===== config.mk =====
export PLATFORM = sky130hd
export DESIGN_NAME = haui_wb_gpio_flat
export DESIGN_NICKNAME = d
export VERILOG_FILES = /design/src/rtl/haui_gpio_pkg.sv /design/src/rtl/haui_wb_gpio_if.sv /design/src/rtl/haui_sync2.sv /design/src/rtl/haui_wb_gpio.sv /design/src/flat_wrapper.sv
export SDC_FILE = /design/constraint.sdc
export NUM_CORES = 1
export LEC_CHECK = 0
export BUFFER_PORTS_ARGS = -buffer_cell sky130_fd_sc_hd__buf_2
export CAP_MARGIN = 25
export CORE_MARGIN = 10
export CORE_UTILIZATION = 30
export CTS_BUF_LIST = sky130_fd_sc_hd__clkbuf_16
export DETAILED_ROUTE_END_ITERATION = 8
export PLACE_DENSITY = 0.48
export SKIP_CTS_REPAIR_TIMING = 1
export SLEW_MARGIN = 30
export SYNTH_ARGS = -nofsm -noshare
export SYNTH_HDL_FRONTEND = slang
export SYNTH_SLANG_ARGS = --single-unit

===== constraint.sdc =====
create_clock -name wb_clk_i -period 1.8 [get_ports wb_clk_i]
set_input_delay 0.18 -clock wb_clk_i [delete_from_list [all_inputs] [get_ports wb_clk_i]]
set_output_delay 0.18 -clock wb_clk_i [all_outputs]
set_load 0.1 [all_outputs]

===== src/rtl/haui_gpio_pkg.sv =====
// Shared constants for the haui Wishbone GPIO stage: register word offsets,
// address window mask and handshake FSM states.
package haui_gpio_pkg;

  localparam int unsigned WB_DW = 32;
  localparam int unsigned WB_AW = 32;

  // Window is 64 bytes; upper address bits must match the base exactly.
  localparam logic [WB_AW-1:0] WB_WINDOW = 32'hFFFF_FFC0;

  // Word index (adr[5:2]) of each register.
  localparam logic [3:0] OFF_DOUT    = 4'h0;
  localparam logic [3:0] OFF_OE      = 4'h1;
  localparam logic [3:0] OFF_DIN     = 4'h2;
  localparam logic [3:0] OFF_RISE_EN = 4'h3;
  localparam logic [3:0] OFF_FALL_EN = 4'h4;
  localparam logic [3:0] OFF_STATUS  = 4'h5;

  typedef enum logic {
    IDLE = 1'b0,
    ACK  = 1'b1
  } wb_state_e;

  // Expand the four byte selects into a 32-bit lane mask.
  function automatic logic [WB_DW-1:0] sel_to_mask(input logic [3:0] sel);
    return {{8{sel[3]}}, {8{sel[2]}}, {8{sel[1]}}, {8{sel[0]}}};
  endfunction

endpackage


===== src/rtl/haui_wb_gpio_if.sv =====
// Wishbone classic slave bus as seen by the GPIO stage.
interface haui_wb_gpio_if;
  import haui_gpio_pkg::*;

  logic             wbs_cyc_i;
  logic             wbs_stb_i;
  logic             wbs_we_i;
  logic [3:0]       wbs_sel_i;
  logic [WB_AW-1:0] wbs_adr_i;
  logic [WB_DW-1:0] wbs_dat_i;
  logic             wbs_ack_o;
  logic [WB_DW-1:0] wbs_dat_o;

  modport master (
    output wbs_cyc_i, wbs_stb_i, wbs_we_i, wbs_sel_i, wbs_adr_i, wbs_dat_i,
    input  wbs_ack_o, wbs_dat_o
  );

  modport slave (
    input  wbs_cyc_i, wbs_stb_i, wbs_we_i, wbs_sel_i, wbs_adr_i, wbs_dat_i,
    output wbs_ack_o, wbs_dat_o
  );
endinterface


===== src/rtl/haui_sync2.sv =====
// Parameterised two-flop synchroniser for asynchronous pad inputs.
module haui_sync2 #(
  parameter int unsigned WIDTH = 1
) (
  input  logic             i_clk,
  input  logic             i_rst_n,
  input  logic [WIDTH-1:0] i_d,
  output logic [WIDTH-1:0] o_q
);

  logic [WIDTH-1:0] r_meta;
  logic [WIDTH-1:0] r_sync;

  always_ff @(posedge i_clk) begin
    if (!i_rst_n) begin
      r_meta <= '0;
      r_sync <= '0;
    end else begin
      r_meta <= i_d;
      r_sync <= r_meta;
    end
  end

  assign o_q = r_sync;

endmodule


===== src/rtl/haui_wb_gpio.sv =====
// Wishbone slave GPIO block: output data / enable, synchronised inputs and
// per-pin edge interrupts collected into irq[0].
module haui_wb_gpio
  import haui_gpio_pkg::*;
#(
  parameter int unsigned      NPINS     = 16,
  parameter logic [WB_AW-1:0] BASE_ADDR = 32'h3000_0000
) (
  input  logic             wb_clk_i,
  input  logic             wb_rst_n_i,
  haui_wb_gpio_if.slave    wb,
  input  logic [NPINS-1:0] io_in,
  output logic [NPINS-1:0] io_out,
  output logic [NPINS-1:0] io_oeb,
  output logic [2:0]       irq
);

  wb_state_e        r_state;
  logic             r_ack;
  logic [WB_DW-1:0] r_dat;
  logic [NPINS-1:0] r_dout;
  logic [NPINS-1:0] r_oe;
  logic [NPINS-1:0] r_rise_en;
  logic [NPINS-1:0] r_fall_en;
  logic [NPINS-1:0] r_status;
  logic [NPINS-1:0] r_hist;
  logic             r_irq;

  logic [NPINS-1:0] w_sync;
  logic             w_hit;
  logic             w_wr;
  logic [3:0]       w_idx;
  logic [WB_DW-1:0] w_bmask;
  logic [WB_DW-1:0] w_rdata;
  logic [NPINS-1:0] w_set;
  logic [NPINS-1:0] w_clr;

  haui_sync2 #(.WIDTH(NPINS)) u_sync (
    .i_clk   (wb_clk_i),
    .i_rst_n (wb_rst_n_i),
    .i_d     (io_in),
    .o_q     (w_sync)
  );

  assign w_hit   = wb.wbs_cyc_i && wb.wbs_stb_i &&
                   ((wb.wbs_adr_i & WB_WINDOW) == BASE_ADDR);
  assign w_idx   = wb.wbs_adr_i[5:2];
  assign w_bmask = sel_to_mask(wb.wbs_sel_i);
  assign w_wr    = (r_state == IDLE) && w_hit && wb.wbs_we_i;

  // Edges are qualified by the enables at detection time; disabled edges vanish.
  assign w_set = (w_sync & ~r_hist & r_rise_en) | (~w_sync & r_hist & r_fall_en);
  assign w_clr = (w_wr && (w_idx == OFF_STATUS)) ? NPINS'(wb.wbs_dat_i & w_bmask) : '0;

  always_comb begin
    w_rdata = '0;
    case (w_idx)
      OFF_DOUT:    w_rdata = WB_DW'(r_dout);
      OFF_OE:      w_rdata = WB_DW'(r_oe);
      OFF_DIN:     w_rdata = WB_DW'(w_sync);
      OFF_RISE_EN: w_rdata = WB_DW'(r_rise_en);
      OFF_FALL_EN: w_rdata = WB_DW'(r_fall_en);
      OFF_STATUS:  w_rdata = WB_DW'(r_status);
      default:     w_rdata = '0;
    endcase
  end

  // Byte-lane merge of new write data into an existing register value.
  function automatic logic [NPINS-1:0] merge(input logic [NPINS-1:0] old_v,
                                             input logic [WB_DW-1:0] new_v,
                                             input logic [WB_DW-1:0] mask);
    return NPINS'((WB_DW'(old_v) & ~mask) | (new_v & mask));
  endfunction

  always_ff @(posedge wb_clk_i) begin
    if (!wb_rst_n_i) begin
      r_state   <= IDLE;
      r_ack     <= 1'b0;
      r_dat     <= '0;
      r_dout    <= '0;
      r_oe      <= '0;
      r_rise_en <= '0;
      r_fall_en <= '0;
      r_status  <= '0;
      r_hist    <= '0;
      r_irq     <= 1'b0;
    end else begin
      r_hist   <= w_sync;
      r_status <= (r_status & ~w_clr) | w_set;
      r_irq    <= |r_status;
      case (r_state)
        IDLE: begin
          r_ack <= 1'b0;
          r_dat <= '0;
          if (w_hit) begin
            r_state <= ACK;
            r_ack   <= 1'b1;
            if (wb.wbs_we_i) begin
              case (w_idx)
                OFF_DOUT:    r_dout    <= merge(r_dout,    wb.wbs_dat_i, w_bmask);
                OFF_OE:      r_oe      <= merge(r_oe,      wb.wbs_dat_i, w_bmask);
                OFF_RISE_EN: r_rise_en <= merge(r_rise_en, wb.wbs_dat_i, w_bmask);
                OFF_FALL_EN: r_fall_en <= merge(r_fall_en, wb.wbs_dat_i, w_bmask);
                default: ;
              endcase
            end else begin
              r_dat <= w_rdata;
            end
          end
        end
        ACK: begin
          r_state <= IDLE;
          r_ack   <= 1'b0;
          r_dat   <= '0;
        end
        default: begin
          r_state <= IDLE;
          r_ack   <= 1'b0;
          r_dat   <= '0;
        end
      endcase
    end
  end

  assign wb.wbs_ack_o = r_ack;
  assign wb.wbs_dat_o = r_dat;
  assign io_out       = r_dout;
  assign io_oeb       = ~r_oe;
  assign irq          = {2'b00, r_irq};

endmodule


===== src/flat_wrapper.sv =====
// flat-port wrapper written by rule: the top's interface ports become plain ports
module haui_wb_gpio_flat import haui_gpio_pkg::*;
#(
  parameter int unsigned      NPINS     = 16,
  parameter logic [WB_AW-1:0] BASE_ADDR = 32'h3000_0000
)
  (wb_clk_i, wb_rst_n_i, io_in, io_out, io_oeb, irq, wb_wbs_cyc_i, wb_wbs_stb_i, wb_wbs_we_i, wb_wbs_sel_i, wb_wbs_adr_i, wb_wbs_dat_i, wb_wbs_ack_o, wb_wbs_dat_o);
  haui_wb_gpio_if wb_i ();
  input  logic wb_clk_i;
  input  logic wb_rst_n_i;
  input  logic [NPINS-1:0] io_in;
  output logic [NPINS-1:0] io_out;
  output logic [NPINS-1:0] io_oeb;
  output logic [2:0] irq;
  input wire logic [$bits(wb_i.wbs_cyc_i)-1:0] wb_wbs_cyc_i;
  input wire logic [$bits(wb_i.wbs_stb_i)-1:0] wb_wbs_stb_i;
  input wire logic [$bits(wb_i.wbs_we_i)-1:0] wb_wbs_we_i;
  input wire logic [$bits(wb_i.wbs_sel_i)-1:0] wb_wbs_sel_i;
  input wire logic [$bits(wb_i.wbs_adr_i)-1:0] wb_wbs_adr_i;
  input wire logic [$bits(wb_i.wbs_dat_i)-1:0] wb_wbs_dat_i;
  output wire logic [$bits(wb_i.wbs_ack_o)-1:0] wb_wbs_ack_o;
  output wire logic [$bits(wb_i.wbs_dat_o)-1:0] wb_wbs_dat_o;
  assign wb_i.wbs_cyc_i = wb_wbs_cyc_i;
  assign wb_i.wbs_stb_i = wb_wbs_stb_i;
  assign wb_i.wbs_we_i = wb_wbs_we_i;
  assign wb_i.wbs_sel_i = wb_wbs_sel_i;
  assign wb_i.wbs_adr_i = wb_wbs_adr_i;
  assign wb_i.wbs_dat_i = wb_wbs_dat_i;
  assign wb_wbs_ack_o = wb_i.wbs_ack_o;
  assign wb_wbs_dat_o = wb_i.wbs_dat_o;
  haui_wb_gpio #(.NPINS(NPINS), .BASE_ADDR(BASE_ADDR)) u_core (.wb_clk_i(wb_clk_i), .wb_rst_n_i(wb_rst_n_i), .wb(wb_i), .io_in(io_in), .io_out(io_out), .io_oeb(io_oeb), .irq(irq));
endmodule

==> results of run 1 <==
==> cells by family after synthesis <==
logic type / count (synthesis)
buffers and inverters: 65
and+or+nand+nor: 228
DFF: 146
other: 1
AOI/OAI and AO/OA: 98
muxes: 101
==> metal layers <==
metal	GRT usage, %	vias to the layer above
met3	4.31	14
met4	4.31	0
met5	0	-
li1	-	2509
met1	17.0	2415
met2	21.0	173
==> metrics by stage <==
stage / power, W / TNS, ps / cell area, µm² / utilization (%)
floorplan: 0.00372 / -568 / 6340 / -
global placement: 0.00385 / 0 / 7260 / 35.5
detailed placement: 0.00386 / -1.08 / 7260 / 35.5
CTS: 0.00734 / 0 / 7840 / 38.4
global route: 0.00759 / 0 / 8150 / 39.9
finish: 0.00731 / 0 / 8150 / 39.9
==> how the worst max path moves through the flow <==
stage,start,to,slack (ps),cells past startpoint
6_report,u_core.r_state$_SDFF_PP0_,u_core.wb.wbs_dat_o[1]$_SDFF_PP0_,130,5
5_1_grt,u_core.r_state$_SDFF_PP0_,u_core.r_status[11]$_SDFF_PN0_,40,6
4_1_cts,u_core.r_state$_SDFF_PP0_,u_core.wb.wbs_dat_o[1]$_SDFF_PP0_,120,5
3_5_place_dp,wb_wbs_adr_i[6],flip-flop,-1,7
3_3_place_gp,wb_wbs_adr_i[6],flip-flop,30,7
2_1_floorplan,u_core.r_state$_SDFF_PP0_,u_core.wb.wbs_dat_o[14]$_SDFF_PP0_,-60,6
==> cell usage in the layout (no fill, tap or decap), types with 2 or more instances in the layout <==
master         count
mux2i_1           64
nor2_1             9
mux2_2            32
nor4_4             3
a31oi_1           16
clkinv_1           3
a22oi_1           16
and4bb_2           2
nor2b_1            2
clkbuf_16         17
and2_1            49
nand2_1          116
buf_2            117
clkinv_2           3
bufinv_16          3
conb_1            18
buf_12             5
o21ai_0           38
dfxtp_1          145
nor4_2             5
clkinv_4           2
nor4_1             5
and4_1             2
a21oi_2            5
nand2b_1           2
and2_0             2
dlygate4sd3_1     31
nand4_2            7
buf_4             22
a21oi_1            6
nor3_1             5
inv_1             19
mux4_2             5
nand3b_1          16
o21a_1            16
==> worst max-delay path, delay by kind of cell, from the launching register on <==
family	cells	cell delay (ps)
compound gates	1	140
flops	1	330
simple gates	3	930
buf+inv	1	200
==> report_power, final <==
group	internal (W)	leakage (nW)	total, W	switching [W]
Clock	0.00214	0.287	0.00347	0.00133
Combinational	0.000184	2.06	0.000546	0.000362
Sequential	0.00327	1.18	0.00330	0.0000245
==> layout make-up <==
cell class,instances,area [µm²]
clock buffer,17,425
inverter,17,63.8
timing repair buffer,175,1160
fill,2045,12300
tap,270,338
clock inverter,14,149
multi-input combinational,445,3080
sequential,146,2930
==> insert_results.sql, run 1 <==
INSERT INTO impl_metrics (metric_group, metric, value, unit) VALUES
('grt', 'initial_antenna_violation_count', '0', ''),
('timing', 'report.final.setup_viol', '0', ''),
('critical_path', 'arrival', '2010', 'ps'),
('placed_design', 'dp_slack', '-1.08', 'ps'),
('routing', 'wl_met3', '1330', 'µm'),
('critical_path', 'critical_path.endpoint_type', 'flip-flop', ''),
('routing', 'drt.antenna.violating_nets', '0', ''),
('floorplan', 'total_die_area', '0.0271', 'mm²'),
('grt', 'grt_usage', '13.4', '%'),
('job', 'max_cap_viol_count', '0', ''),
('routing', 'drc', '0', ''),
('min_path', 'timing.hold.worst_path_depth', '2', ''),
('status', 'failed_checks', 'negative hold slack', ''),
('cts', 'clkTransAtPathRegs', '60', 'ps'),
('routing', 'drt-met1-wl', '8580', 'µm'),
('finish', 'layout-drive-gt1-share', '28.5', '%'),
('timing', 'post-route-worst-setup-slack', '132', 'ps'),
('timing', 'worst_hold_slack', '-5.31', 'ps'),
('finish', 'layout.cells.non_filler', '1084', ''),
('floorplan', 'number_of_i_o_pins', '157', ''),
('yosys', 'synth_simple_gate_area_share', '20.5', '%'),
('status', 'status', 'finished, violations left', ''),
('yosys', 'postSynth.asyncResetShare', '0', '%'),
('timing', 'finalClockSkew', '7.78', 'ps'),
('yosys', 'edff_count_synth', '0', ''),
('grt', 'grt_pass1_vias', '5088', ''),
('placed_design', 'gpl_wtd_cong', '0.807', ''),
('cts', 'h-tree-depth', '4', ''),
('yosys', 'synth_fa_ha_area_share', '0', '%'),
('yosys', 'synth-xor-area-share', '0', '%'),
('critical_path', 'ff2ff_path_depth', '5', ''),
('critical_path', 'worst_path_max_delay_cell', 'or4_1', ''),
('routing', 'avgViaCountPerCell', '4.71', ''),
('routing', 'detailroute.wirelength.met2', '8360', 'µm'),
('grt', 'grt.overflow.total', '0', ''),
('yosys', 'postSynthCellCount', '639', ''),
('critical_path', 'critical_path_peak_fanout', '16', ''),
('cts', 'tritoncts', 'yes', ''),
('finish', 'num-nets-final', '891', ''),
('yosys', 'synth_warnings', '0', ''),
('yosys', 'synth_area_leader_cell', 'dfxtp_1', ''),
('placed_design', 'place.port_buffers', '118', ''),
('cts', 'inserted_clock_buffers', '17', ''),
('placed_design', 'detailedPlacementHpwl', '13100', 'µm'),
('routing', 'top_layer_used', 'met4', ''),
('timing', 'maxClockFrequency', '599', 'MHz'),
('critical_path', 'worst-r2r-setup-slack', '130', 'ps'),
('routing', 'finalWirelength', '18500', 'µm'),
('cts', 'root_buffer', 'clkbuf_16', ''),
('timing', 'period_needed', '1670', 'ps'),
('timing', 'hold_viol', '1', ''),
('cts', 'insertion_delay', '410', 'ps'),
('grt', 'first_pass_grt_wire_length', '28300', 'µm'),
('critical_path', 'r2r-end', 'u_core.wb.wbs_dat_o[1]$_SDFF_PP0_', ''),
('min_path', 'worst_hold_path.endpoint', 'u_core.r_status[8]$_SDFF_PN0_', ''),
('yosys', 'synth_top_flop_cell', 'dfxtp_1', ''),
('yosys', 'synth_compound_area_share', '9.78', '%'),
('placed_design', 'placedCellCount', '1022', ''),
('min_path', 'hold_path.startpoint', 'wb_wbs_dat_i[8]', ''),
('power', 'vdd_drop_max', '0.000598', 'V'),
('min_path', 'timing.hold.worst.class', 'in2reg', ''),
('timing', 'final_max_slew_viol_count', '0', ''),
('finish', 'areaGrowthSynthToFinish', '29.9', '%'),
('floorplan', 'core_region_area', '0.0204', 'mm²'),
('yosys', 'netlist.area_leader.share', '46.6', '%'),
('yosys', 'synthesis.area', '0.00627', 'mm²'),
('yosys', 'multiplexer_area_fraction_after_synthesis', '17.8', '%'),
('yosys', 'largest_family_of_logic_cells_by_synthesized_area', 'simple AND/OR/NAND/NOR gates', ''),
('floorplan', 'die_width', '165', 'µm'),
('critical_path', 'worst_path_largest_cell_delay', '540', 'ps'),
('finish', 'num_antenna_cells', '0', '');
Note: power is estimated with default switching activity, not from simulation.
==> run 2: changes to the inputs <==
--- a/config.mk
+++ b/config.mk
@@ -11,6 +11,7 @@
 export CORE_UTILIZATION = 30
 export CTS_BUF_LIST = sky130_fd_sc_hd__clkbuf_16
 export DETAILED_ROUTE_END_ITERATION = 8
+export GPL_TIMING_DRIVEN = 0
 export PLACE_DENSITY = 0.48
 export SKIP_CTS_REPAIR_TIMING = 1
 export SLEW_MARGIN = 30
==> run 2 against run 1 <==
The run ends with negative setup slack left. Sequential power about the same. Global-route usage is 1.8 points higher. Die area did not move. Core utilization increased by 1.3 points. Clock skew down 1.1 ps. Wire length increased by 15%. Final area up 3.3%. Sequential share of layout area is 1.1 points lower. Largest power group unchanged. Highest routed layer unchanged.
==> insert_results.sql, run 2 (same netlist as run 1, synthesis figures left out) <==
INSERT INTO impl_metrics (metric_group, metric, value, unit) VALUES
('status', 'status', 'finished, violations left', ''),
('status', 'failed_checks', 'negative setup slack', ''),
('floorplan', 'total_die_area', '0.0271', 'mm²'),
('placed_design', 'place.port_buffers', '114', ''),
('power', 'netSwitchingPower', '0.00179', 'W'),
('cts', 'h-tree-depth', '4', ''),
('finish', 'fillers', '2023', ''),
('critical_path', 'worst_ep_required_time', '2130', 'ps'),
('critical_path', 'arrival', '2230', 'ps'),
('power', 'sw_frac_of_total', '23.3', '%'),
('timing', 'post-route-worst-setup-slack', '-103', 'ps'),
('finish', 'layout.cells.non_filler', '1112', ''),
('routing', 'drc', '0', ''),
('power', 'post-layout-total-power', '0.00768', 'W'),
('power', 'powerDensity', '913', 'mW/mm²'),
('routing', 'finalWirelength', '21300', 'µm'),
('critical_path', 'worst-r2r-setup-slack', '-100', 'ps'),
('timing', 'report.final.setup_viol', '40', ''),
('floorplan', 'placement_rows', '52', ''),
('cts', 'inserted_clock_buffers', '17', ''),
('routing', 'routed_length_per_instance', '19.1', 'µm'),
('cts', 'insertion_delay', '420', 'ps'),
('power', 'power_report.internal_total', '0.00589', 'W'),
('cts', 'root_buffer', 'clkbuf_16', ''),
('finish', 'num-nets-final', '918', ''),
('grt', 'grt_pass1_vias', '5257', ''),
('grt', 'grt.overflow.total', '0', ''),
('power', 'seq_power_share', '43.0', '%'),
('timing', 'setup-tns-final', '-1110', 'ps'),
('finish', 'layout-drive-gt1-share', '29.3', '%'),
('floorplan', 'floorplan.initialDensity', '30.7', '%'),
('grt', 'initial_antenna_violation_count', '0', ''),
('power', 'power.leakage', '3.66', 'nW'),
('placed_design', 'gpl_wtd_cong', '0.837', ''),
('routing', 'drtIter0Drc', '275', ''),
('floorplan', 'chipHeight', '165', 'µm'),
('critical_path', 'worst_path_max_delay_cell', 'nand4_2', ''),
('min_path', 'timing.hold.worst.class', 'in2reg', ''),
('floorplan', 'number_of_i_o_pins', '157', ''),
('critical_path', 'worst_path_largest_cell_delay', '440', 'ps'),
('placed_design', 'detailedPlacementHpwl', '15300', 'µm'),
('cts', 'max-clock-path-buffers', '2', ''),
('cts', 'tritoncts', 'yes', ''),
('critical_path', 'critical_path.startpoint_type', 'flip-flop', ''),
('finish', 'most_frequent_cells_in_the_layout', 'dfxtp_1 (145), buf_2 (118), nand2_1 (116), mux2i_1 (64), and2_1 (49)', ''),
('critical_path', 'worstSetupPathType', 'reg2reg', ''),
('routing', 'avgViaCountPerCell', '4.78', ''),
('floorplan', 'core_region_area', '0.0204', 'mm²'),
('floorplan', 'die_width', '165', 'µm'),
('timing', 'worst_hold_slack', '10.3', 'ps'),
('finish', 'commonest_non_fill_non_tap_cell_in_the_layout', 'dfxtp_1', ''),
('timing', 'period_needed', '1900', 'ps'),
('timing', 'max_slew.worst_pin.slew', '886', 'ps'),
('timing', 'rsz0062_at_grt', 'true', ''),
('grt', 'grt_start_max_net_pins', '17', ''),
('routing', 'num_vias', '5317', ''),
('grt', 'grt_usage', '15.2', '%'),
('job', 'max_cap_viol_count', '0', ''),
('cts', 'clkTransAtPathRegs', '60', 'ps'),
('timing', 'slew_headroom', '40.5', '%'),
('power', 'fraction_of_power_consumed_by_the_clock_network', '49.2', '%'),
('critical_path', 'critical_path_peak_fanout', '8', ''),
('power', 'vdd_drop_max', '0.000640', 'V'),
('cts', 'clkSinkCount', '146', ''),
('timing', 'hold_viol', '0', ''),
('critical_path', 'critical_path.cell_chain', 'and4bb_2 > and4_1 > clkbuf_2 > nand4_2 > mux2i_1', ''),
('timing', 'finalClockSkew', '6.71', 'ps'),
('timing', 'period_share', '106', '%'),
('timing', 'maxClockFrequency', '525', 'MHz'),
('critical_path', 'critical_path.endpoint_type', 'flip-flop', ''),
('finish', 'num_antenna_cells', '0', ''),
('routing', 'drt.antenna.violating_nets', '0', ''),
('power', 'combinationalPowerShare', '7.9', '%'),
('finish', 'areaGrowthSynthToFinish', '34.1', '%'),
('timing', 'final_max_slew_viol_count', '0', ''),
('grt', 'first_pass_grt_wire_length', '30900', 'µm'),
('placed_design', 'placedCellCount', '1040', ''),
('routing', 'drt_first_pass_iters', '5', '');
[run 2: cell count changes in the layout (fill, tap and decap cells not counted), sizes merged]
cell         change
dlygate4sd3      -1
inv              +1
clkinv           -3
clkbuf          +22
buf              +6
clkinvlp         +1
bufinv           +2
[run 2: power by group through the flow]
stage                     combinational (W)  clock [W]  sequential, W
final                              0.000604    0.00378        0.00330
after global routing               0.000641    0.00396        0.00330
after CTS                          0.000552    0.00384        0.00330
after detailed placement           0.000550          0        0.00337
after global placement             0.000544          0        0.00337
after floorplan                    0.000364          0        0.00336
[run 2: per-layer routing]
metal,global-route usage (%),wire length (µm)
met1,18.3,9250
met2,25.4,10100
met3,4.16,1530
met4,5.43,373
met5,0,0
[run 2: layout make-up]
type                            count  area [µm²]  share of cell area, %
Buffer                             48         292                   3.47
Clock buffer                       17         425                   5.06
Clock inverter                     15         199                   2.37
Inverter                           17        63.8                  0.759
Multi-Input combinational cell    445        3170                   37.7
Sequential cell                   146        2930                   34.8
Tap cell                          270         338                   4.02
Timing Repair Buffer              154         996                   11.8
[run 2: per-stage QoR]
step	setup WS, ps	util (%)	cell area, µm²
finish	-103	41.2	8410
detailed placement	-523	35.6	7270
global placement	-706	35.5	7250
CTS	-223	38.6	7890
global route	-174	41.2	8410
floorplan	-57.7	-	6340
[run 2: worst max-delay path, delay by kind of cell (launching register included)]
family / cells / cell delay (ps)
mux: 1 / 330
simple gates: 3 / 950
buf+inv: 1 / 200
flops: 1 / 340
[run 2: path summary, 6_finish.rpt]
path,cells after the start,startpoint,endpoint
max,5,u_core.r_state$_SDFF_PP0_,flip-flop
min reg2reg,1,u_core.u_sync.r_meta[14]$_SDFF_PN0_,u_core.u_sync.o_q[14]$_SDFF_PN0_
min,2,wb_wbs_dat_i[14],u_core.r_status[14]$_SDFF_PN0_
max reg2reg,5,u_core.r_state$_SDFF_PP0_,flip-flop
